[src/rtl/table_pkg.sv]
// Shared types and elaboration helpers for the multi-port lookup table.
// Covers index sizing, port slicing, the clear-FSM states and the read-latency check.
package table_pkg;

    localparam int RD_LAT_MIN = 1;
    localparam int RD_LAT_MAX = 2;

    typedef enum logic [0:0] {
        IDLE  = 1'b0,
        CLEAR = 1'b1
    } clr_state_t;

    function automatic int idx_width(input int entries);
        return (entries < 2) ? 1 : $clog2(entries);
    endfunction

    // Low bit of port p inside a flattened bus of per-port fields.
    function automatic int slice_lo(input int port, input int width);
        return port * width;
    endfunction

    function automatic bit rd_latency_legal(input int lat);
        return (lat >= RD_LAT_MIN) && (lat <= RD_LAT_MAX);
    endfunction

endpackage

[src/rtl/table_wr_resolve.sv]
// Combinational write-port resolution: per-entry enable/data and per-read-port bypass.
// Ports are scanned in ascending order, so the highest-numbered matching port wins.
module table_wr_resolve
    import table_pkg::*;
#(
    parameter int TABLE_SIZE = 32,
    parameter int DATA_WIDTH = 8,
    parameter int WR_PORTS   = 2,
    parameter int RD_PORTS   = 2,
    parameter int IW         = 5
) (
    input  logic [WR_PORTS-1:0]                     wr_en,
    input  logic [WR_PORTS*IW-1:0]                  wr_index,
    input  logic [WR_PORTS*DATA_WIDTH-1:0]          wr_data,
    input  logic [RD_PORTS*IW-1:0]                  rd_index,
    output logic [TABLE_SIZE-1:0]                   ent_we,
    output logic [TABLE_SIZE-1:0][DATA_WIDTH-1:0]   ent_wdata,
    output logic [RD_PORTS-1:0]                     byp_hit,
    output logic [RD_PORTS-1:0][DATA_WIDTH-1:0]     byp_data
);

    localparam logic [IW:0] SIZE_EXT = (IW + 1)'(TABLE_SIZE);

    // Out-of-range indices never match an entry number, so those writes fall away here.
    always_comb begin
        ent_we    = '0;
        ent_wdata = '0;
        for (int e = 0; e < TABLE_SIZE; e++) begin
            for (int p = 0; p < WR_PORTS; p++) begin
                if (wr_en[p] && (wr_index[slice_lo(p, IW) +: IW] == IW'(e))) begin
                    ent_we[e]    = 1'b1;
                    ent_wdata[e] = wr_data[slice_lo(p, DATA_WIDTH) +: DATA_WIDTH];
                end
            end
        end
    end

    always_comb begin
        byp_hit  = '0;
        byp_data = '0;
        for (int q = 0; q < RD_PORTS; q++) begin
            for (int p = 0; p < WR_PORTS; p++) begin
                if (wr_en[p]
                    && (wr_index[slice_lo(p, IW) +: IW] == rd_index[slice_lo(q, IW) +: IW])
                    && ({1'b0, rd_index[slice_lo(q, IW) +: IW]} < SIZE_EXT)) begin
                    byp_hit[q]  = 1'b1;
                    byp_data[q] = wr_data[slice_lo(p, DATA_WIDTH) +: DATA_WIDTH];
                end
            end
        end
    end

endmodule

[src/rtl/table_mp.sv]
// Multi-port lookup table with per-entry valid bits, write bypass, 1/2-cycle reads
// and a sequential clear sweep that erases one entry per cycle.
module table_mp
    import table_pkg::*;
#(
    parameter int TABLE_SIZE = 32,
    parameter int DATA_WIDTH = 8,
    parameter int WR_PORTS   = 2,
    parameter int RD_PORTS   = 2,
    parameter int RD_LATENCY = 1,
    parameter int BYPASS     = 1,
    localparam int IW        = idx_width(TABLE_SIZE)
) (
    input  logic                             clk,
    input  logic                             rst,
    input  logic                             clr_req,
    output logic                             busy,
    input  logic [WR_PORTS-1:0]              wr_valid,
    output logic                             wr_ready,
    input  logic [WR_PORTS*IW-1:0]           wr_index,
    input  logic [WR_PORTS*DATA_WIDTH-1:0]   wr_data,
    input  logic [RD_PORTS-1:0]              rd_valid,
    input  logic [RD_PORTS*IW-1:0]           rd_index,
    output logic [RD_PORTS-1:0]              rd_out_valid,
    output logic [RD_PORTS-1:0]              rd_hit,
    output logic [RD_PORTS*DATA_WIDTH-1:0]   rd_data,
    output clr_state_t                       dbg_state
);

    localparam logic [IW:0]   SIZE_EXT = (IW + 1)'(TABLE_SIZE);
    localparam logic [IW-1:0] LAST_IDX = IW'(TABLE_SIZE - 1);

    if (!rd_latency_legal(RD_LATENCY)) begin : g_bad_latency
        $error("table_mp: RD_LATENCY must be 1 or 2");
    end

    clr_state_t                               state;
    logic [IW-1:0]                            clr_cnt;
    logic [DATA_WIDTH-1:0]                    mem [TABLE_SIZE];
    logic [TABLE_SIZE-1:0]                    ent_valid;
    logic [WR_PORTS-1:0]                      wr_en;
    logic [TABLE_SIZE-1:0]                    ent_we;
    logic [TABLE_SIZE-1:0][DATA_WIDTH-1:0]    ent_wdata;
    logic [RD_PORTS-1:0]                      byp_hit;
    logic [RD_PORTS-1:0][DATA_WIDTH-1:0]      byp_data;

    // Handshake: a write on port p transfers on a rising edge where wr_valid[p] && wr_ready;
    // wr_ready is shared by all ports and is low for the whole clear sweep. Reads have no
    // back-pressure: every rd_valid[q] produces rd_out_valid[q] RD_LATENCY edges later.
    assign wr_ready  = ~busy;
    assign wr_en     = wr_valid & {WR_PORTS{wr_ready}};
    assign dbg_state = state;

    table_wr_resolve #(
        .TABLE_SIZE (TABLE_SIZE),
        .DATA_WIDTH (DATA_WIDTH),
        .WR_PORTS   (WR_PORTS),
        .RD_PORTS   (RD_PORTS),
        .IW         (IW)
    ) u_resolve (
        .wr_en     (wr_en),
        .wr_index  (wr_index),
        .wr_data   (wr_data),
        .rd_index  (rd_index),
        .ent_we    (ent_we),
        .ent_wdata (ent_wdata),
        .byp_hit   (byp_hit),
        .byp_data  (byp_data)
    );

    always_ff @(posedge clk or posedge rst) begin
        if (rst) begin
            state   <= IDLE;
            clr_cnt <= '0;
            busy    <= 1'b0;
        end else begin
            case (state)
                IDLE: begin
                    if (clr_req) begin
                        state   <= CLEAR;
                        clr_cnt <= '0;
                        busy    <= 1'b1;
                    end
                end
                CLEAR: begin
                    if (clr_cnt == LAST_IDX) begin
                        state   <= IDLE;
                        clr_cnt <= '0;
                        busy    <= 1'b0;
                    end else begin
                        clr_cnt <= clr_cnt + 1'b1;
                    end
                end
                default: begin
                    state <= IDLE;
                    busy  <= 1'b0;
                end
            endcase
        end
    end

    always_ff @(posedge clk or posedge rst) begin
        if (rst) begin
            for (int e = 0; e < TABLE_SIZE; e++) begin
                mem[e] <= '0;
            end
            ent_valid <= '0;
        end else begin
            for (int e = 0; e < TABLE_SIZE; e++) begin
                if (state == CLEAR && clr_cnt == IW'(e)) begin
                    mem[e]       <= '0;
                    ent_valid[e] <= 1'b0;
                end else if (ent_we[e]) begin
                    mem[e]       <= ent_wdata[e];
                    ent_valid[e] <= 1'b1;
                end
            end
        end
    end

    logic [RD_PORTS-1:0]              nxt_valid;
    logic [RD_PORTS-1:0]              nxt_hit;
    logic [RD_PORTS*DATA_WIDTH-1:0]   nxt_data;

    // Reads during the sweep report a miss so consumers never see half-cleared contents.
    always_comb begin
        logic [IW-1:0] idx;
        nxt_valid = rd_valid;
        nxt_hit   = '0;
        nxt_data  = '0;
        idx       = '0;
        for (int q = 0; q < RD_PORTS; q++) begin
            idx = rd_index[slice_lo(q, IW) +: IW];
            if (rd_valid[q] && state == IDLE) begin
                if (BYPASS != 0 && byp_hit[q]) begin
                    nxt_hit[q] = 1'b1;
                    nxt_data[slice_lo(q, DATA_WIDTH) +: DATA_WIDTH] = byp_data[q];
                end else if (({1'b0, idx} < SIZE_EXT) && ent_valid[idx]) begin
                    nxt_hit[q] = 1'b1;
                    nxt_data[slice_lo(q, DATA_WIDTH) +: DATA_WIDTH] = mem[idx];
                end
            end
        end
    end

    logic [RD_PORTS-1:0]              s1_valid;
    logic [RD_PORTS-1:0]              s1_hit;
    logic [RD_PORTS*DATA_WIDTH-1:0]   s1_data;

    always_ff @(posedge clk or posedge rst) begin
        if (rst) begin
            s1_valid <= '0;
            s1_hit   <= '0;
            s1_data  <= '0;
        end else begin
            s1_valid <= nxt_valid;
            s1_hit   <= nxt_hit;
            s1_data  <= nxt_data;
        end
    end

    if (RD_LATENCY == 2) begin : g_lat2
        logic [RD_PORTS-1:0]              s2_valid;
        logic [RD_PORTS-1:0]              s2_hit;
        logic [RD_PORTS*DATA_WIDTH-1:0]   s2_data;

        always_ff @(posedge clk or posedge rst) begin
            if (rst) begin
                s2_valid <= '0;
                s2_hit   <= '0;
                s2_data  <= '0;
            end else begin
                s2_valid <= s1_valid;
                s2_hit   <= s1_hit;
                s2_data  <= s1_data;
            end
        end

        assign rd_out_valid = s2_valid;
        assign rd_hit       = s2_hit;
        assign rd_data      = s2_data;
    end else begin : g_lat1
        assign rd_out_valid = s1_valid;
        assign rd_hit       = s1_hit;
        assign rd_data      = s1_data;
    end

endmodule

[config.mk]
export PLATFORM = sky130hd
export DESIGN_NAME = table_mp
export DESIGN_NICKNAME = d
export VERILOG_FILES = /design/src/rtl/table_pkg.sv /design/src/rtl/table_wr_resolve.sv /design/src/rtl/table_mp.sv
export SDC_FILE = /design/constraint.sdc
export NUM_CORES = 1
export LEC_CHECK = 0
export ABC_AREA = 1
export BUFFER_PORTS_ARGS = -buffer_cell sky130_fd_sc_hd__buf_2
export CAP_MARGIN = 30
export CELL_PAD_IN_SITES_DETAIL_PLACEMENT = 1
export CELL_PAD_IN_SITES_GLOBAL_PLACEMENT = 1
export CORE_UTILIZATION = 35
export CTS_CLUSTER_DIAMETER = 150
export DETAILED_ROUTE_END_ITERATION = 12
export PLACE_DENSITY_LB_ADDON = 0.1
export SYNTH_ARGS = -nofsm -noshare
export SYNTH_HDL_FRONTEND = slang
export SYNTH_HIERARCHICAL = 1
export SYNTH_SLANG_ARGS = --single-unit
[constraint.sdc]
create_clock -name clk -period 10 [get_ports clk]
set_input_delay 1 -clock clk [delete_from_list [all_inputs] [get_ports clk]]
set_output_delay 1 -clock clk [all_outputs]
set_load 0.05 [all_outputs]
==> impl_metrics.py <==
metrics = {
    "layout": {
        "regArea_um2": 7880,
        "multi_input_area_um2": 11800,
        "areaGrowthSynthToFinish_pct": 9.51,
        "fillers": 8071,
        "drive_gt1_share_pct": 9.55,
        "fin_nets": 3368,
        "final_area_um2": 24600,
        "final_cells": 4199,
    },
    "hold_path": {
        "hold_class": "input port to async pin",
    },
    "pwr": {
        "ir_drop_mv": 0.150,
        "intPower_mw": 3.14,
        "power_mw": 5.27,
        "p_per_area_nw_per_um2": 214,
        "p_switching_mw": 2.14,
        "pwr-share-seq_pct": 34.3,
        "clock_power_share_pct": 32.6,
        "p_comb_share_pct": 33.1,
        "switching_share_pct": 40.5,
        "p_leak_nw": 11.8,
    },
    "synth": {
        "ys_types": 30,
        "synth_top_family_by_area": "simple AND/OR/NAND/NOR gates",
        "synth_flop_cell": "dfrtp_1",
        "synth_common_cells": "806 x nand2_1, 690 x nand3_1, 373 x inv_1",
        "synthMuxAreaShare_pct": 0,
        "async_flop_share_pct": 100,
        "syn_area_um2": 22500,
        "ys_ff_latch": 315,
        "synth-compound-area-share_pct": 16.2,
        "ys_top_cells_by_area": "dfrtp_1 35%, nand3_1 15%, nand2_1 13%",
        "synth_adder_area_share_pct": 0.334,
        "synth_top_area_share_pct": 35.0,
        "yosys_warnings": 6,
        "syn_avg_cell_area_um2": 6.67,
        "synth-seq-area-share_pct": 35.0,
        "synth.most_common_cell": "nand2_1",
        "synth.largest_area_cell": "dfrtp_1",
        "synth_nets": 3423,
        "synthSimpleGateAreaFrac_pct": 35.7,
        "syn_inst": 3374,
        "synth_edf_count": 0,
        "yosys.area_share.xor_xnor_pct": 0.0389,
    },
    "global_routing": {
        "grt_max_degree": 129,
        "antenna_found_initial": 0,
        "grt_util_all_layers_pct": 35.6,
        "grt_pass1_wl_mm": 173,
        "first_global_vias": 25200,
        "grt.overflow.total": 0,
    },
    "clock_tree": {
        "cts-resized-gates": 0,
        "cts_setup_buffers": 0,
        "clk_latency_ps": 590,
        "clkSlewWorstSetupHoldPaths_ps": 60,
        "cts_buffers": 42,
        "cts_tree": "yes",
        "postCtsHoldBufs": 0,
        "cts_sinks": 315,
        "clockBufferDepth": 3,
        "cts_max_level": 2,
        "root_buffer": "clkbuf_16",
    },
    "timing": {
        "finalClockSkew_ps": 22.8,
        "tns_ps": 0,
        "final-hold-violation-count": 0,
        "period_share_pct": 39.0,
        "slew_headroom_pct": 22.4,
        "fin_ws_ps": 6100,
        "drv_slew": 0,
        "setup_violations": 0,
        "max_clock_freq_mhz": 256,
        "worstMarginPinSlew_ps": 1150,
        "rsz0062_at_grt": "false",
        "fin_crit_ps": 3900,
    },
    "detailed_routing": {
        "via_per_inst": 6.09,
        "route.detailed.drc": 0,
        "wire_per_inst_um": 28.3,
        "drtIter0Drc": 3004,
        "first_pass_iters": 5,
        "wl_mm": 119,
        "ant_nets": 0,
        "vias": 25600,
    },
    "floorplan": {
        "initial_core_util_pct": 35.5,
        "core_um2": 63300,
        "io_pins": 66,
        "dieWidth_um": 256,
        "die_area_um2": 65300,
        "die_height_um": 256,
        "rows": 92,
    },
    "setup_path": {
        "crit_chain": "buf_2 -> buf_4 -> inv_1 -> nand2_1 -> nand2_1 -> nor2_2 -> nand3_2 -> o21ai_0 -> clkinv_1 -> nand3_1 -> a21oi_1",
        "crit_top_cell": "nand2_1",
        "critical_path.top_delay_family": "buffers and inverters",
        "worst_setup_path_start_kind": "input port",
        "critPathRequiredTime_ps": 10440,
        "crit_arrival_ps": 4350,
        "cp_num_buf_inv": 4,
        "slowest_stage": "buf_4",
        "cp-end-kind": "register",
        "max_stage_delay_ps": 680,
        "cp_max_fo": 47,
        "critPathKind": "input port to register",
    },
    "placement": {
        "dpl.hpwl_mm": 77.9,
        "io_buffers": 65,
        "gp_congestion": 0.945,
        "dpl_worst_slack_ps": 5620,
        "place_inst": 4115,
        "postPlaceCellArea_um2": 23000,
    },
    "run_status": {
        "status": "finished, final reports clean",
    },
    "flow_run": {
        "drv_cap": 0,
    },
}
==> layout by cell type (no fill, tap or decap), drive strengths merged, types with 20 or more instances in the layout <==
cell type,netlist,routed
a21oi,32,32
a31oi,34,34
buf,137,128
clkbuf,92,67
dfrtp,315,315
inv,387,387
nand2,873,873
nand3,694,694
nor2,196,196
o211ai,48,48
o21ai,250,250
o22ai,258,258
or2,20,20
==> through the flow <==
| stage | hold slack, ps | util [%] |
|---|---|---|
| CTS | 524 | 38.8 |
| finish | 390 | 38.9 |
| floorplan | 485 | - |
| global placement | 505 | 36.1 |
| global route | 403 | 38.9 |
| detailed placement | 514 | 36.4 |
==> kinds of logic (layout without fill, tap and decap cells) <==
family,count (synthesis),after routing
xor+xnor,1,1
compound gates,627,627
fa+ha+maj,6,6
flops,315,315
simple gates,1801,1801
buf+inv,624,602
other cells,0,1
==> layer usage <==
| layer | routed length [um] | share of wire [%] | track usage [%] | vias up |
|---|---|---|---|---|
| met1 | 49800 | 42 | 47.7 | 12800 |
| met4 | 7000 | 5.9 | 18.9 | 0 |
| met5 | 0 | 0 | 0 | - |
| met3 | 10000 | 8.4 | 6.13 | 332 |
| met2 | 52000 | 44 | 54.8 | 1216 |
| li1 | - | - | - | 11200 |
==> sequential cells by signal, indices dropped and copies added, names as in the netlist <==
signal,cells
rd_hit,2
mem,256
rd_out_valid,2
dbg_state,1
ent_valid,32
clr_cnt,5
busy,1
rd_data,16
==> power by group through the flow <==
| stage | Combinational (mW) | Clock (mW) | Sequential (mW) |
|---|---|---|---|
| after floorplan | 1.11 | 0 | 1.78 |
| after CTS | 1.71 | 1.74 | 1.81 |
| after global placement | 1.65 | 0 | 1.81 |
| after detailed placement | 1.70 | 0 | 1.82 |
| final | 1.75 | 1.72 | 1.81 |
| after global routing | 1.91 | 1.79 | 1.84 |
==> path summary, 6_finish.rpt <==
kind                                                 end                startpoint  slack [ps]  cells past startpoint
worst max-delay path                rd_data[9]$_DFF_PP0_               rd_index[6]        6100                     11
worst min-delay path                mem[161]$_DFFE_PP0P_                       rst         390                      2
worst max register to register      mem[124]$_DFFE_PP0P_          busy$_DFFE_PP0P_        6590                     11
worst min register to register  ent_valid[3]$_DFFE_PP0P_  ent_valid[3]$_DFFE_PP0P_         530                      1
max in group asynchronous             mem[1]$_DFFE_PP0P_                       rst        7160                      5
min in group clk                ent_valid[3]$_DFFE_PP0P_  ent_valid[3]$_DFFE_PP0P_         530                      1
==> cell type report <==
type / count / area share [%]
Inverter: 395 / 6.10
Clock buffer: 65 / 5.40
Antenna cell: 1 / 0.0102
Timing Repair Buffer: 130 / 3.59
Tap cell: 846 / 4.29
Clock inverter: 12 / 0.888
Sequential cell: 315 / 32.0
Multi-Input combinational cell: 2435 / 47.7
No activity file was read; power rests on OpenSTA's default activity.
